===== src/rtl/cpu_pkg.sv =====
// Shared CPU definitions: fetch FSM state encoding, NOP word, opcode field
// position and default PC width.
package cpu_pkg;

    localparam int PC_W_DEF   = 32;
    localparam int OPCODE_MSB = 31;
    localparam int OPCODE_LSB = 26;

    localparam logic [31:0] NOP_INSTR = 32'h0000_0000;

    typedef enum logic [1:0] {
        S_REQ  = 2'd0,
        S_WAIT = 2'd1,
        S_HOLD = 2'd2,
        S_DROP = 2'd3
    } fetch_state_t;

endpackage


===== src/rtl/ifid_reg.sv =====
// IF/ID pipeline register. Priority is flush > load > hold; when none of
// these applies the register takes a bubble so ID never re-executes a word.
module ifid_reg
    import cpu_pkg::*;
#(
    parameter int PC_W = PC_W_DEF
) (
    input  logic            clk,
    input  logic            rst,
    input  logic            load,
    input  logic            hold,
    input  logic            flush,
    input  logic [31:0]     load_instr,
    input  logic [PC_W-1:0] load_pc_plus4,
    output logic            valid,
    output logic [31:0]     instr,
    output logic [PC_W-1:0] pc_plus4
);

    always_ff @(posedge clk or posedge rst) begin
        if (rst) begin
            valid    <= 1'b0;
            instr    <= NOP_INSTR;
            pc_plus4 <= '0;
        end else if (flush) begin
            valid <= 1'b0;
            instr <= NOP_INSTR;
        end else if (load) begin
            valid    <= 1'b1;
            instr    <= load_instr;
            pc_plus4 <= load_pc_plus4;
        end else if (!(hold && valid)) begin
            valid <= 1'b0;
            instr <= NOP_INSTR;
        end
    end

endmodule


===== src/rtl/if_stage.sv =====
// Instruction fetch stage: PC, one-outstanding imem handshake, one-entry
// response buffer and IF/ID register. Define IF_STAGE_PERF_EN for perf counters.
module if_stage
    import cpu_pkg::*;
#(
    parameter int              PC_W     = PC_W_DEF,
    parameter logic [PC_W-1:0] RESET_PC = '0
) (
    input  logic            clk_i,
    input  logic            rst_i,
    output logic            imem_req_o,
    output logic [PC_W-1:0] imem_addr_o,
    input  logic            imem_ready_i,
    input  logic            imem_rvalid_i,
    input  logic [31:0]     imem_rdata_i,
    input  logic            stall_i,
    input  logic            flush_i,
    input  logic            redirect_i,
    input  logic [PC_W-1:0] redirect_pc_i,
    output logic            ifid_valid_o,
    output logic [31:0]     ifid_instr_o,
    output logic [5:0]      ifid_opcode_o,
    output logic [PC_W-1:0] ifid_pc_plus4_o
`ifdef IF_STAGE_PERF_EN
    ,
    output logic [31:0]     fetch_cnt_o,
    output logic [31:0]     stall_cnt_o,
    output logic [31:0]     flush_cnt_o
`endif
);

    fetch_state_t    state, state_next;
    logic [PC_W-1:0] pc, pc_next, pend_pc4, buf_pc4, load_pc4;
    logic [31:0]     buf_instr, load_instr;
    logic            accept, can_load, ifid_load, buf_store;
    logic            redirect_lsb_unused;

    assign imem_req_o    = (state == S_REQ) && !rst_i;
    assign imem_addr_o   = pc;
    assign accept        = imem_req_o && imem_ready_i;
    assign can_load      = !ifid_valid_o || !stall_i || flush_i;
    assign ifid_opcode_o = ifid_instr_o[OPCODE_MSB:OPCODE_LSB];
    assign redirect_lsb_unused = ^redirect_pc_i[1:0];

    always_comb begin
        state_next = state;
        pc_next    = pc;
        ifid_load  = 1'b0;
        buf_store  = 1'b0;
        load_instr = imem_rdata_i;
        load_pc4   = pend_pc4;
        if (redirect_i) begin
            // A redirect abandons whatever is in flight; an accepted but
            // unanswered request must still have its response swallowed.
            pc_next = {redirect_pc_i[PC_W-1:2], 2'b00};
            case (state)
                S_REQ:         state_next = accept ? S_DROP : S_REQ;
                S_WAIT, S_DROP: state_next = imem_rvalid_i ? S_REQ : S_DROP;
                default:       state_next = S_REQ;
            endcase
        end else begin
            case (state)
                S_REQ: begin
                    if (accept) state_next = S_WAIT;
                end
                S_WAIT: begin
                    if (imem_rvalid_i) begin
                        pc_next = pend_pc4;
                        if (can_load) begin
                            ifid_load  = 1'b1;
                            state_next = S_REQ;
                        end else begin
                            buf_store  = 1'b1;
                            state_next = S_HOLD;
                        end
                    end
                end
                S_HOLD: begin
                    load_instr = buf_instr;
                    load_pc4   = buf_pc4;
                    if (can_load) begin
                        ifid_load  = 1'b1;
                        state_next = S_REQ;
                    end
                end
                default: begin
                    if (imem_rvalid_i) state_next = S_REQ;
                end
            endcase
        end
    end

    always_ff @(posedge clk_i or posedge rst_i) begin
        if (rst_i) begin
            state <= S_REQ;
            pc    <= RESET_PC;
        end else begin
            state <= state_next;
            pc    <= pc_next;
        end
    end

    // Datapath holding registers; their contents only matter in S_WAIT/S_HOLD.
    always_ff @(posedge clk_i) begin
        if (accept) pend_pc4 <= pc + PC_W'(4);
        if (buf_store) begin
            buf_instr <= imem_rdata_i;
            buf_pc4   <= pend_pc4;
        end
    end

    ifid_reg #(.PC_W(PC_W)) u_ifid (
        .clk           (clk_i),
        .rst           (rst_i),
        .load          (ifid_load),
        .hold          (stall_i),
        .flush         (flush_i),
        .load_instr    (load_instr),
        .load_pc_plus4 (load_pc4),
        .valid         (ifid_valid_o),
        .instr         (ifid_instr_o),
        .pc_plus4      (ifid_pc_plus4_o)
    );

`ifdef IF_STAGE_PERF_EN
    always_ff @(posedge clk_i or posedge rst_i) begin
        if (rst_i) begin
            fetch_cnt_o <= '0;
            stall_cnt_o <= '0;
            flush_cnt_o <= '0;
        end else begin
            if (ifid_load && !flush_i)     fetch_cnt_o <= fetch_cnt_o + 32'd1;
            if (stall_i && ifid_valid_o)   stall_cnt_o <= stall_cnt_o + 32'd1;
            if (flush_i)                   flush_cnt_o <= flush_cnt_o + 32'd1;
        end
    end
`endif

endmodule


===== config.mk =====
export PLATFORM = sky130hd
export DESIGN_NAME = if_stage
export DESIGN_NICKNAME = d
export VERILOG_FILES = /design/src/rtl/cpu_pkg.sv /design/src/rtl/ifid_reg.sv /design/src/rtl/if_stage.sv
export SDC_FILE = /design/constraint.sdc
export NUM_CORES = 1
export LEC_CHECK = 0
export CAP_MARGIN = 20
export CORE_ASPECT_RATIO = 1.4
export CORE_UTILIZATION = 40
export DETAILED_ROUTE_END_ITERATION = 8
export MAX_ROUTING_LAYER = met4
export PLACE_DENSITY = 0.67
export SETUP_SLACK_MARGIN = 0.02
export SLEW_MARGIN = 20
export SYNTH_ARGS = -nofsm -noshare
export SYNTH_HDL_FRONTEND = slang
export SYNTH_SLANG_ARGS = --single-unit

===== constraint.sdc =====
create_clock -name clk_i -period 17.8 [get_ports clk_i]
set_input_delay 3.56 -clock clk_i [delete_from_list [all_inputs] [get_ports clk_i]]
set_output_delay 3.56 -clock clk_i [all_outputs]
set_load 0.1 [all_outputs]

### Word level (Yosys, flattened, before mapping)

Index checks and enable logic that the tools add are counted.

* add/subtract/negate cells: 1
* mux-type cells: 31
* reduce and logical (&&, ||, !) cells: 16
* eq/ne operators: 7
* bitwise gates (word level): 1

Operator list (number)
* 2-to-1 mux 32 bit: 10
* adder 32 x 3 -> 32 bit, second input constant: 1
* 2-to-1 mux 2 bit: 8
* != test 3 bit, second input constant: 4
* 2-to-1 mux 1 bit: 10
* one-hot mux 2 bit (3 select lines): 1
* == test 2 bit, second input constant: 2
* one-hot mux 2 bit (2 select lines): 1
* AND reduction 2 bit: 2
* AND reduction 4 bit: 1
* nonzero test 2 bit: 2
* nonzero test 4 bit: 1
* logical AND 1 bit: 3
* logical NOT 1 bit: 3
* == test 2 x 1 -> 1 bit, second input constant: 1
* logical NOT 2 bit: 1
* logical OR 1 bit: 2
* one-hot mux 1 bit (2 select lines): 1
* OR reduction 2 bit: 1
* NOT 1 bit: 1

* output and inout bits: 104
* register bits after elaboration: 195
* bits of input ports: 71
* word-level logic and storage cells: 64

### Logic depth before layout (Yosys ltp)

Gate-level depths: netlist of the first run.

* depth in word-level cells: 9
* depth in mapped cells: 9
* depth with buffers taken out: 6

### By module

A second synthesis of the first run with hierarchy kept.

* cell total of the unflattened synthesis: 645
* area total of the unflattened synthesis: 8800.9 µm²

By module, submodules not included
* if_stage: area each 5960.7 µm², sequential area each 3733.6 µm², instances 1, cells an instance 425
* ifid_reg: area each 2840.2 µm², sequential area each 1626.6 µm², instances 1, cells an instance 220

### Least setup slack after synthesis of the first run

No wires, ideal clock.

* kind: input to register
* start: input port redirect_i
* end: register buf_instr[0] (enable)
* data required time: 17.235 ns
* library setup time: 0.565 ns
* slack: 8.700 ns
* stages on the path: 4
* path buffers: 3
* arrival: 8.535 ns
* cell sequence: buf_2 > clkbuf_1 > clkbuf_1 > nor3_1

* longest elaborated chain between the ends: 1

Ends and longest elaborated chain
* start: declaration: RTL line if_stage.sv:18 `input logic redirect_i,`
* 2-to-1 mux 1 bit: RTL line if_stage.sv:52 `if (redirect_i) begin`
* net buf_store: RTL line if_stage.sv:35 `logic accept, can_load, ifid_load, buf_store;`
* end signal: assignment: RTL line if_stage.sv:107 `buf_instr <= imem_rdata_i;`
* end: declaration: RTL line if_stage.sv:34 `logic [31:0] buf_instr, load_instr;`

The timed path passes the listed nets, and every way through them passes these cells.
A chain may end at the register's enable or synchronous reset.

### Final worst setup path of the first run

* start: input port rst_i
* end: output port imem_req_o

* longest elaborated chain between the ends: 2

Ends and longest elaborated chain
* start: declaration: RTL line if_stage.sv:10 `input logic rst_i,`
* logical NOT 1 bit (no line)
* logical AND 1 bit: RTL line if_stage.sv:38 `assign imem_req_o = (state == S_REQ) && !rst_i;`
* end: declaration: RTL line if_stage.sv:11 `output logic imem_req_o,`

Every way passes these cells.

==> flow_metrics.env, run 1 <==
export IMPL_antenna_cells=0
export IMPL_drt_wl_total_mm=19.05
export IMPL_wire_per_inst_um=17.90
export IMPL_drt_iter0_markers=259
export IMPL_place_inst=1032
export IMPL_tightest_slew_ns=1.034
export IMPL_portBuffers=172
export IMPL_highest_layer="met4"
export IMPL_finClkSkew_ns=0.008400
export IMPL_antenna_left=0
export IMPL_p_per_area_nw_per_um2=159.2
export IMPL_hold_violations=0
export IMPL_clock_path_buffers=2
export IMPL_leakage_nw=3.963
export IMPL_timing_slew_headroom_pct=30.84
export IMPL_grt_overflow=0
export IMPL_fin_ws_ns=8.907
export IMPL_groute_usage_overall_pct=18.81
export IMPL_yosysUniqueCellTypes=40
export IMPL_cts_resized=0
export IMPL_setup_viol=0
export IMPL_power_mw=1.713
export IMPL_yosys_register_bits=195
export IMPL_die_h_um=172.5
export IMPL_synth_area_leaders="edfxtp_1 (35%), dfrtp_1 (30%), mux2i_1 (11%)"
export IMPL_rr_worst_depth=7
export IMPL_hold_path_class="reg -> reg"
export IMPL_fin_cells=1064
export IMPL_synth_area_um2=8305
export IMPL_nets=871
export IMPL_drive_gt1_share_pct=6.683
export IMPL_grt_pass1_vias=5716
export IMPL_crit_path_start_kind="input port"
export IMPL_peakVddDrop_mv=0.09492
export IMPL_cp_data_arrival_time_ns=5.33
export IMPL_synth_cells_most_frequent="dfrtp_1 (99), edfxtp_1 (96), mux2i_1 (95)"
export IMPL_cts_buffers=17
export IMPL_yosys_area_top_type_share_pct=34.71
export IMPL_clkTransAtPathRegs_ns=0.07
export IMPL_reg2reg_to="u_ifid.instr[27]"
export IMPL_place_hpwl_mm=12.73
export IMPL_crit_fanout=4
export IMPL_drtPass1Iterations=4
export IMPL_die_area_um2=21350
export IMPL_fin_util_pct=52.74
export IMPL_syn_to_final_growth_pct=29.56
export IMPL_grt_max_degree=71
export IMPL_routabilityCongestion=0.8080
export IMPL_pre_cts_slack_ns=8.910
export IMPL_holdPathEnd="buf_pc4[31]"
export IMPL_maxCapViolCount=0
export IMPL_setup_tns_ns=0
export IMPL_rsz0062_at_grt="false"
export IMPL_worstReg2RegStart="state[0]"
export IMPL_synth_ff_type="dfrtp_1"
export IMPL_critPathRequiredTime_ns=14.24
export IMPL_hold_path_depth=0
export IMPL_end_kind="output pin"
export IMPL_tritoncts="done"
export IMPL_status="complete, no violations"
export IMPL_min_period_over_period_pct=49.96
export IMPL_post_route_min_period_ns=8.893
export IMPL_clk_latency_ns=0.42
export IMPL_grt_pass1_wl_mm=29.41
export IMPL_worstHoldStart="pend_pc4[31]"
export IMPL_synth_most_common_cell="dfrtp_1"
export IMPL_vias=5561
export IMPL_antenna_found_initial=0
export IMPL_fmax_mhz=112.5
export IMPL_final_fill_count=1714
export IMPL_core_area_um2=20400
export IMPL_syn_area_per_cell_um2=13.04
export IMPL_ios=175
export IMPL_crit_path_start="rst_i"
export IMPL_fp_dieW_um=123.8
export IMPL_htree_levels=4
export IMPL_path_class="in -> out"
export IMPL_seq_area_frac_synth_pct=64.54
export IMPL_reg2reg_slack_ns=15.05
export IMPL_holdBufCountCts=0
export IMPL_cts_root_buffer="clkbuf_16"
export IMPL_synthDominantAreaCellType="edfxtp_1"
export IMPL_synth_edf_count=96
export IMPL_synthesis_instances=637
export IMPL_num_rows=62
export IMPL_wl_met3_mm=1.134
export IMPL_synthArstFlopShare_pct=50.77
export IMPL_vias_per_cell=5.227
export IMPL_syn_num_nets=713
export IMPL_drt_met1_wl_mm=8.085
export IMPL_initial_core_util_pct=40.71
export IMPL_drv_slew=0
export IMPL_wl_met2_mm=9.530
export IMPL_cts_sinks=195
export IMPL_drc=0
export IMPL_post_cts_buffers=0
export IMPL_yosysWarnings=0
-- critical path, stage by stage --
cell             delay (ns)
clkdlybuf4s50_1        0.49
nor2b_1                0.14
clkdlybuf4s50_1        1.14
-- power by group --
group          internal (mW)  total, mW  leakage [nW]  switching, mW
clock network          0.201      0.378         0.281          0.176
registers              0.548      0.602          2.12         0.0542
logic                  0.179      0.733          1.56          0.553
-- logic make-up (layout without fill, tap and decap cells) --
family | Yosys count | count (layout) | synth area share (%)
adders and majority gates | 5 | 5 | 0.7532
xor gates and xnor gates | 28 | 28 | 2.953
buffers and inverters | 50 | 221 | 3.359
and+or+nand+nor | 159 | 159 | 9.295
muxes | 96 | 96 | 11.58
AOI/OAI and AO/OA | 104 | 104 | 7.517
DFF | 195 | 195 | 64.54
-- final cells by class --
class | count | area, µm² | area share (%)
Inverter | 9 | 36.28 | 0.3372
Clock inverter | 14 | 148.9 | 1.384
Multi-Input combinational cell | 392 | 2679 | 24.90
Tap cell | 256 | 320.3 | 2.977
Timing Repair Buffer | 180 | 1777 | 16.51
Clock buffer | 18 | 439.2 | 4.081
Sequential cell | 195 | 5360 | 49.81
-- how the worst max path moves through the flow --
stage,slack (ns),to
5_1_grt,8.86,imem_req_o
4_1_cts,8.90,imem_req_o
2_1_floorplan,8.70,buf_instr[0]
3_3_place_gp,8.90,imem_req_o
3_5_place_dp,8.91,imem_req_o
6_report,8.91,imem_req_o
-- stage by stage --
stage	hold slack (ns)	instance area [µm²]
after floorplan	0.4490	8305
after global placement	0.4597	10170
after detailed placement	0.4685	10170
after CTS	0.4804	10760
after global routing	0.5013	10760
final	0.4808	10760
-- cells in the final DEF (no fill, tap or decap), types with 2 or more instances in the layout --
master / instances
nand3_1: 9
clkdlybuf4s50_1: 171
and3_1: 5
buf_4: 8
nand2_1: 77
xor2_1: 8
clkinv_4: 5
inv_6: 2
clkbuf_16: 17
a21oi_1: 34
nand3b_1: 2
clkinvlp_4: 2
nand4_1: 9
o31ai_1: 32
mux2i_1: 95
inv_1: 7
a31oi_1: 2
xnor2_1: 20
nor3_4: 2
dfrtp_1: 99
nor2b_1: 2
o21ai_0: 32
and4_1: 4
edfxtp_1: 96
nor2_1: 41
ha_1: 5
inv_8: 2
-- flip-flops by register name, indices dropped and copies added (netlist names) --
name             flops
buf_instr           32
buf_pc4             32
imem_addr_o         32
pend_pc4            32
u_ifid.instr        32
u_ifid.pc_plus4     32
state                2
u_ifid.valid         1
-- layer usage --
layer	track usage [%]	vias up
li1	-	2610
met1	22.00	2766
met2	31.81	162
met3	4.683	23
met4	5.343	0
met5	-	-
Note: power is estimated with default switching activity, not from simulation.
==> inputs of run 2 (changes only) <==
--- a/config.mk
+++ b/config.mk
@@ -10,7 +10,7 @@
 export CORE_UTILIZATION = 40
 export DETAILED_ROUTE_END_ITERATION = 8
 export MAX_ROUTING_LAYER = met4
-export PLACE_DENSITY = 0.67
+export PLACE_DENSITY = 0.7
 export SETUP_SLACK_MARGIN = 0.02
 export SLEW_MARGIN = 20
 export SYNTH_ARGS = -nofsm -noshare
==> constraint.sdc (replaced) <==
create_clock -name clk_i -period 7.13 [get_ports clk_i]
set_input_delay 1.426 -clock clk_i [delete_from_list [all_inputs] [get_ports clk_i]]
set_output_delay 1.426 -clock clk_i [all_outputs]
set_load 0.1 [all_outputs]
==> flow_metrics.env, run 2 (synthesized netlist as in run 1, its figures left out) <==
export IMPL_status="complete, no violations"
export IMPL_design_area_um2=10740
export IMPL_reg2reg_slack_ns=4.41
export IMPL_fmax_mhz=213.7
export IMPL_internal_power_mw=2.285
export IMPL_switching_share_pct=46.19
export IMPL_crit_fanout=4
export IMPL_final_fill_count=1781
export IMPL_drv_slew=0
export IMPL_drc=0
export IMPL_cts_buffers=17
export IMPL_num_rows=62
export IMPL_leakage_nw=3.954
export IMPL_path_cells="clkdlybuf4s50_1 -> nor2b_1 -> clkdlybuf4s50_1"
export IMPL_syn_to_final_growth_pct=29.26
export IMPL_peakVddDrop_mv=0.2365
export IMPL_tritoncts="done"
export IMPL_p_switching_mw=1.962
export IMPL_grt_overflow=0
export IMPL_core_area_um2=20400
export IMPL_grt_pass1_wl_mm=28.79
export IMPL_setup_viol=0
export IMPL_nets=872
export IMPL_combPwrFrac_pct=43.0
export IMPL_ios=175
export IMPL_pre_cts_slack_ns=2.469
export IMPL_antenna_found_initial=0
export IMPL_cts_sinks=195
export IMPL_p_per_area_nw_per_um2=395.6
export IMPL_groute_usage_overall_pct=18.66
export IMPL_drtPass1Iterations=6
export IMPL_die_h_um=172.5
export IMPL_tightest_slew_ns=1.070
export IMPL_grt_max_degree=71
export IMPL_rsz0062_at_grt="false"
export IMPL_crit_path_start_kind="input port"
export IMPL_path_class="in -> out"
export IMPL_layout_common_cells="clkdlybuf4s50_1 (171), dfrtp_1 (99), edfxtp_1 (96)"
export IMPL_antenna_left=0
export IMPL_clkTransAtPathRegs_ns=0.07
export IMPL_htree_levels=4
export IMPL_maxCapViolCount=0
export IMPL_seqPwrFrac_pct=35.4
export IMPL_pwr_share_clk_pct=21.5
export IMPL_place_hpwl_mm=12.11
export IMPL_hold_path_class="reg -> reg"
export IMPL_grt_pass1_vias=5367
export IMPL_portBuffers=172
export IMPL_critPathRequiredTime_ns=5.70
export IMPL_fp_dieW_um=123.8
export IMPL_antenna_cells=0
export IMPL_mostFrequentLayoutCell="clkdlybuf4s50_1"
export IMPL_drive_gt1_share_pct=6.799
export IMPL_cpMaxStageDelayCell="clkdlybuf4s50_1"
export IMPL_min_period_over_period_pct=65.63
export IMPL_cp_data_arrival_time_ns=3.25
export IMPL_vias_per_cell=5.046
export IMPL_post_route_min_period_ns=4.679
export IMPL_timing_slew_headroom_pct=28.48
export IMPL_cpMostUsedCell="clkdlybuf4s50_1"
export IMPL_finClkSkew_ns=0.009730
export IMPL_wire_per_inst_um=17.34
export IMPL_clock_path_buffers=2
export IMPL_setup_tns_ns=0
export IMPL_max_stage_delay_ns=1.15
export IMPL_vias=5374
export IMPL_clk_latency_ns=0.44
export IMPL_holdBufCountCts=0
export IMPL_post_cts_buffers=0
export IMPL_hold_violations=0
export IMPL_die_area_um2=21350
export IMPL_fin_ws_ns=2.451
export IMPL_dpl_cell_area_um2=10180
export IMPL_initial_core_util_pct=40.71
export IMPL_fin_util_pct=52.62
export IMPL_drt_wl_total_mm=18.46
export IMPL_drt_iter0_markers=306
export IMPL_cts_root_buffer="clkbuf_16"
export IMPL_cts_resized=0
export IMPL_end_kind="output pin"
export IMPL_routabilityCongestion=0.7608
==> run 2: cell types whose count changed in the layout (fill, tap and decap cells not counted), sizes merged <==
cell,previous run,this run
buf,9,10
bufinv,1,0
clkbuf,18,19
clkinv,7,3
inv,13,17
==> run 2: path summary, 6_finish.rpt <==
| path | depth (start not counted) | start | endpoint |
|---|---|---|---|
| worst min register to register | 2 | u_ifid.instr[25] | u_ifid.instr[25] |
| worst max register to register | 7 | state[0] | u_ifid.pc_plus4[13] |
| min in group asynchronous | 2 | rst_i | u_ifid.instr[26] |
| worst min-delay path | 2 | u_ifid.instr[25] | u_ifid.instr[25] |
| max in group asynchronous | 3 | rst_i | imem_addr_o[13] |
| worst max-delay path | 3 | rst_i | imem_req_o |
==> run 2: metal layers <==
metal  global-route usage, %  vias up  wire (µm)
li1                        -     2616          -
met1                   21.65     2607       7863
met2                   31.59      136       9457
met3                   4.420       15        899
met4                   5.972        0        241
met5                       -        -          0
==> run 2: area by class of cell <==
cell class              count  area [µm²]  share of cell area [%]
flip-flops and latches    195        5360                   49.93
multi-input cells         392        2678                   24.94
repair buffers            181        1784                   16.62
clock buffers              19       442.9                   4.126
well taps                 256       320.3                   2.984
clock inverters            13       113.9                   1.061
inverters                   9       36.28                  0.3380
==> run 2: power by group through the flow <==
stage	Clock [mW]	Combinational (mW)	Sequential (mW)
floorplan	0	0.419	2.49
global placement	0	1.83	1.52
detailed placement	0	1.84	1.53
CTS	0.937	1.85	1.51
global route	0.980	1.91	1.53
finish	0.915	1.83	1.50
==> run 2: metrics by stage <==
| step | total power [mW] | std cells | hold WS, ns |
|---|---|---|---|
| final | 4.247 | 1065 | 0.4765 |
| after floorplan | 2.909 | 637 | 0.4490 |
| after global routing | 4.415 | 1065 | 0.4961 |
| after detailed placement | 3.369 | 1033 | 0.4647 |
| after global placement | 3.350 | 1033 | 0.4541 |
| after CTS | 4.289 | 1065 | 0.4812 |
==> run 2: critical path: cells and delay by family <==
| kind | cells | cell delay, ns |
|---|---|---|
| and+or+nand+nor | 1 | 0.18 |
| buffers and inverters | 2 | 1.65 |
